$ cat config.mk
export PLATFORM = sky130hd
export DESIGN_NAME = period_meter
export DESIGN_NICKNAME = d
export VERILOG_FILES = /design/src/rtl/period_meter.sv
export SDC_FILE = /design/constraint.sdc
export NUM_CORES = 1
export LEC_CHECK = 0
export CAP_MARGIN = 15
export CELL_PAD_IN_SITES_DETAIL_PLACEMENT = 1
export CELL_PAD_IN_SITES_GLOBAL_PLACEMENT = 1
export CORE_MARGIN = 3
export CORE_UTILIZATION = 30
export CTS_CLUSTER_DIAMETER = 60
export CTS_CLUSTER_SIZE = 12
export DETAILED_ROUTE_END_ITERATION = 8
export PLACE_DENSITY = 0.53
export SLEW_MARGIN = 20
export SYNTH_ARGS = -nofsm -noshare
export SYNTH_HDL_FRONTEND = slang
export SYNTH_SLANG_ARGS = --single-unit
$ cat constraint.sdc
create_clock -name clk -period 19 [get_ports clk]
set_clock_uncertainty 0.2 [all_clocks]
set_input_delay 1.9 -clock clk [delete_from_list [all_inputs] [get_ports clk]]
set_output_delay 1.9 -clock clk [all_outputs]
set_load 0.01 [all_outputs]
$ cat src/rtl/period_meter.sv
// period_meter
//
// Measures a slow square wave (sig_in) in cycles of the fast system clock.
// Every complete input cycle (rising edge to rising edge) produces a
// one-cycle meas_valid pulse with the full period and the high time. If the
// input stops toggling for MAX_COUNT cycles after an armed rising edge, the
// sticky timeout flag is raised and the meter re-arms on the next rise.
//
// Ports:
//   clk         system clock, the only clock
//   rst         asynchronous, active-high reset
//   sig_in      slow signal under test, asynchronous to clk
//   period_out  cycles between the last two rising edges of sig_in
//   high_out    cycles sig_in was high within that period
//   meas_valid  one-cycle pulse, period_out/high_out updated this cycle
//   timeout     sticky stall flag, cleared by the next valid measurement
module period_meter #(
    parameter int unsigned W         = 32,
    parameter int unsigned MAX_COUNT = 200000000
) (
    input  logic         clk,
    input  logic         rst,
    input  logic         sig_in,
    output logic [W-1:0] period_out,
    output logic [W-1:0] high_out,
    output logic         meas_valid,
    output logic         timeout
);

    typedef enum logic {
        IDLE    = 1'b0,
        MEASURE = 1'b1
    } state_t;

    localparam logic [W-1:0] MAX_C = W'(MAX_COUNT);
    localparam logic [W-1:0] ONE   = W'(1);
    localparam logic [W-1:0] ZERO  = '0;

    // Three-flop chain: s1/s2 resolve metastability, s3 gives the previous
    // value of s2 so both edges see the same two-cycle delay.
    logic s1_q;
    logic s2_q;
    logic s3_q;

    logic rise;
    logic fall;

    state_t       state_q;
    logic [W-1:0] cnt_q;
    logic [W-1:0] hi_latch_q;

    // Detect-stage results, transferred to the ports one edge later so the
    // outputs, the valid strobe and the timeout clear all change together.
    logic [W-1:0] per_q;
    logic [W-1:0] high_q;
    logic         valid_q;
    logic         to_q;

    assign rise = s2_q & ~s3_q;
    assign fall = ~s2_q & s3_q;

    always_ff @(posedge clk or posedge rst) begin
        if (rst) begin
            s1_q <= 1'b0;
            s2_q <= 1'b0;
            s3_q <= 1'b0;
        end else begin
            s1_q <= sig_in;
            s2_q <= s1_q;
            s3_q <= s2_q;
        end
    end

    always_ff @(posedge clk or posedge rst) begin
        if (rst) begin
            state_q    <= IDLE;
            cnt_q      <= ZERO;
            hi_latch_q <= ZERO;
            per_q      <= ZERO;
            high_q     <= ZERO;
            valid_q    <= 1'b0;
            to_q       <= 1'b0;
        end else begin
            valid_q <= 1'b0;
            case (state_q)
                IDLE: begin
                    // Not counting while idle: a stuck input only times out
                    // once it has been armed by a rising edge.
                    cnt_q      <= ZERO;
                    hi_latch_q <= ZERO;
                    if (rise) begin
                        cnt_q   <= ONE;
                        state_q <= MEASURE;
                    end
                end
                MEASURE: begin
                    if (rise) begin
                        per_q   <= cnt_q;
                        high_q  <= hi_latch_q;
                        valid_q <= 1'b1;
                        to_q    <= 1'b0;
                        cnt_q   <= ONE;
                    end else if (fall) begin
                        hi_latch_q <= cnt_q;
                        // Saturate so a fall landing exactly on MAX_COUNT
                        // cannot wrap the counter; the stall check fires on
                        // the following cycle instead.
                        if (cnt_q >= MAX_C) begin
                            cnt_q <= cnt_q;
                        end else begin
                            cnt_q <= cnt_q + ONE;
                        end
                    end else if (cnt_q >= MAX_C) begin
                        to_q    <= 1'b1;
                        state_q <= IDLE;
                        cnt_q   <= ZERO;
                    end else begin
                        cnt_q <= cnt_q + ONE;
                    end
                end
                default: begin
                    state_q <= IDLE;
                    cnt_q   <= ZERO;
                end
            endcase
        end
    end

    always_ff @(posedge clk or posedge rst) begin
        if (rst) begin
            period_out <= ZERO;
            high_out   <= ZERO;
            meas_valid <= 1'b0;
            timeout    <= 1'b0;
        end else begin
            period_out <= per_q;
            high_out   <= high_q;
            meas_valid <= valid_q;
            timeout    <= to_q;
        end
    end

endmodule

Word level (Yosys, flattened, before mapping) --
Index checks and enable logic that the tools add are counted. Widths: inputs -> output; s select.
Operators by class: add/sub/neg operators 1, magnitude comparators 1, equality and inequality tests 4, multiplexer cells 18, bitwise logic cells 5, reductions and logical operators 4
Operators by type and width (count):
- $mux 32 | 6
- $pmux 32 s2 | 2
- $add 32x1->32 const B | 1
- $ge 32x28->1 const B | 1
- $mux 1 | 9
- $ne 2x2->1 const B | 3
- $ne 4x4->1 const B | 1
- $reduce_and 2->1 | 2
- $not 1->1 | 3
- $reduce_and 3->1 | 1
- $and 1x1->1 | 2
- $pmux 1 s2 | 1
- $reduce_bool 2->1 | 1
Word-level totals: flip-flop bits (word level) 200, bits of input ports 3, output and inout bits 66, logic and storage cells 47

Depth between registers and ports, before layout --
word-level depth 5, depth in mapped cells 8, mapped depth without buffers 6

Worst setup path before layout --
OpenSTA, ideal clock, no wires.
path type register -> register, from register cnt_q[28], to register cnt_q[9], setup time 0.094 ns, data arrival time 2.217 ns, required time 18.706 ns, setup slack 16.489 ns, cell stages (with the launch flop) 8, buffers on the path 1, clock period less this slack 2.511 ns, cells stage by stage dfrtp_1 or4_4 a211oi_2 or2_4 a21oi_4 buf_6 or4_1 a211oi_1
Between the ends: word-level cells in the longest chain between the ends 5, elaborated cells between the ends (all ways) 6, those cells by class 1 x order compare; 1 x eq/ne; 4 x mux
RTL lines:
- start: declaration | RTL line 49 | logic [W-1:0] cnt_q;
- start signal: assignment | RTL line 109 | cnt_q <= cnt_q;
- start signal: assignment | RTL line 111 | cnt_q <= cnt_q + ONE;
- start signal: assignment | RTL line 118 | cnt_q <= cnt_q + ONE;
- $ge 32x28->1 (*) | RTL line 108, 113
- $mux 32 | RTL line 113 | end else if (cnt_q >= MAX_C) begin
- $mux 32 | RTL line 103 | end else if (fall) begin
- $mux 32 | RTL line 97 | if (rise) begin
- $pmux 32 s2 | RTL line 85 | case (state_q)
Every way passes the cells marked *; elsewhere a longest branch is shown, timed or not. A chain may end at the register's enable or synchronous reset.

==> results.md <==
* Ys async rst share at 1.000
* R2r startpoint: state_q
* # rows at 55
* Gr ovfl total at 0
* CTS Buf Count at 17
* CP Max Fanout at 116
* Most frequent cells in the layout: 200 x dfrtp_1, 68 x clkdlybuf4s50_1, 58 x mux2_2, 26 x o21ai_0, 24 x nand2_1
* Die X at 160.1 um
* H-tree depth at 4
* Hold Buf Count CTS at 0
* Clk_lat worst skew at 0.42 ns
* Final total power at 0.8850 mW
* Arr. time, crit path at 3.72 ns
* Worst setup margin at 15.54 ns
* Hold Violations, Final at 0
* Top_reg_cell synth: dfrtp_1
* Post-CTS sizing at 0
* Clock-pin slew on the worst setup and hold paths at 0.07 ns
* Max cap viols at 0
* Highest routed layer: met4
* Max Clk Rate at 289.4 MHz
* Setup CP Type: input port to async pin
* PD cells at 101.3 nW/um^2
* Cell Chain, Critical Path: clkdlybuf4s50_1 -> inv_8 -> buf_6
* Average size of a mapped cell at 14.19 sq um
* Worst R2R Setup Slack at 15.79 ns
* Tightest Hold Check Type: flip-flop to flip-flop
* Initial antenna violation count at 0
* Worst Setup End Kind: async pin
* Core area at 22,980 sq um
* Final slew viol count at 0
* Overall Global Routing Usage at 0.1245
* CTS tree: built
* Routability congestion estimate from global placement at 0.7517
* Sequential-to-total area share from yosys stat at 0.7025
* Reg2Reg Depth at 5
* Clock buffer depth at 2
* Critical path's largest stage delay at 0.68 ns
* Met2 wire len at 7578 um
* Leakage power at 4.031 nW
* Largest net degree at the start of global routing at 117
* Commonest non-fill, non-tap cell in the layout: dfrtp_1
* Die height at 160.1 um
* DRT iter0 DRCs at 102
* Share of cells above drive strength 1 at 0.1776
* # IOs at 69
* WL/cell at 17.06 um
* Placed insts at 862
* Initial core utilization at 0.3100
* EDFF count, synth at 0
* Clock root buffer: clkbuf_16
* Clk sink count at 200
* Post-CTS setup buffer count at 0
* Critical Path Sink: hi_latch_q[16]
* Utilization after layout at 0.3800
* Sum of routed wire segments on met1 at 6993 um
* Startpoint Class: input port
* Synth Warn # at 0
* Tcrit/Tclk final at 0.1819
* FF+latch count, synth at 200
* Post-synthesis instance total at 502
* RSZ-0062 raised after global routing: false
* Crit path launch: rst
* Status: completed
* Met3 wire length at 514 um
* Ant. Diodes at 0
* Port Buffers at 68
* Post-DRT Antenna Nets at 0
* Worst slew pin tran at 0.9831 ns
* Avg Vias per Cell at 4.797
* Fin Setup TNS at 0 ns
* DP Wirelength at 9496 um
* Drt total wl at 15,240 um
* Minimum clock period at 3.456 ns
* Area grow syn2layout at 22.60%
* Rel. slew slack at 0.3406
* Syn Std Cell Area at 7124 sq um
* First-pass GRT wire length at 25,820 um
* R2R Path End: to_q
* Worst Path Required at 19.26 ns
* Cell Count, Final, Fillers Out at 893
* Fin nets at 573
* Final Setup Violations at 0
* Via Count at 4,284
* DRT Pass-1 Iters at 4
* Critical path's slowest cell: buf_6
* Dpl ws at 14.59 ns
* Vias in the first global route at 4,736
* Syn_nets at 507
* DRC at 0
* Max rail drop VDD at 0.04752 mV
* Count of unique library cells instantiated by Yosys at 40
* Die footprint at 25,630 sq um
where the power goes:
part           internal (mW)  switching [mW]
logic                 0.0282          0.0358
clock network          0.199           0.160
registers              0.448          0.0143
critical path: cells and delay by family:
family	cells	cell delay, ns
buf+inv	3	1.73
synth_stat cells, drive strengths merged, types with 2 or more instances:
master	instances	area (sq um)
dfrtp	200	5005
mux2	58	653.1
o21ai	26	130.1
nand2	25	93.84
a22o	22	192.7
a211oi	19	147.6
clkbuf	18	67.56
nor3	15	75.07
and3	11	68.82
inv	11	41.29
nor2	11	41.29
or3	11	68.82
nand3	10	50.05
nand4	8	50.05
xnor2	8	70.07
buf	7	36.28
or4	6	48.80
a21o	5	37.54
o31ai	5	37.54
a21oi	4	31.28
and2	3	18.77
a211o	2	17.52
ha	2	25.02
nand2b	2	12.51
nor2b	2	12.51
nor4	2	12.51
o311ai	2	17.52
or2	2	15.02
through the flow:
stage	hold slack [ns]	instance area [sq um]
final	0.1533	8735
after CTS	0.1583	8730
after floorplan	0.1312	7124
after global placement	0.1450	8140
after detailed placement	0.1449	8140
after global routing	0.1711	8735
worst min path at each step:
| stage | start | end | slack [ns] | cells after the start |
|---|---|---|---|---|
| 2_1_floorplan | valid_q | meas_valid | 0.13 | 0 |
| 3_3_place_gp | valid_q | meas_valid | 0.15 | 0 |
| 3_5_place_dp | valid_q | meas_valid | 0.14 | 0 |
| 4_1_cts | valid_q | meas_valid | 0.16 | 0 |
| 5_1_grt | valid_q | meas_valid | 0.17 | 0 |
| 6_report | valid_q | meas_valid | 0.15 | 0 |
cell type report:
cell class / count / area (sq um)
clock buffers: 19 / 442.9
clock inverters: 12 / 146.4
fillers: 2386 / 14250
inverters: 11 / 48.80
multi-input cells: 266 / 1986
flip-flops and latches: 200 / 5005
well taps: 313 / 391.6
repair buffers: 72 / 714.4
cells by family (layout without fill, tap and decap cells):
logic type | count (synthesis) | after routing | synth area share
adders and majority gates | 3 | 3 | 0.004917
AOI/OAI and AO/OA | 86 | 86 | 0.08711
muxes | 58 | 58 | 0.09168
buffers and inverters | 36 | 114 | 0.02037
xor gates and xnor gates | 8 | 8 | 0.009835
DFF | 200 | 200 | 0.7025
and+or+nand+nor | 111 | 111 | 0.08360
per-layer routing:
layer	vias to the layer above	global-route usage
met3	15	0.03268
met4	0	0.03511
met2	59	0.2041
li1	1931	-
met5	-	0
met1	2279	0.1638
sequential cells by signal (all words and copies together) (netlist names):
signal	cells
cnt_q	32
hi_latch_q	32
high_out	32
high_q	32
meas_valid	1
per_q	32
period_out	32
s1_q	1
s2_q	1
s3_q	1
state_q	1
timeout	1
to_q	1
valid_q	1
Note: power is estimated with default switching activity, not from simulation.
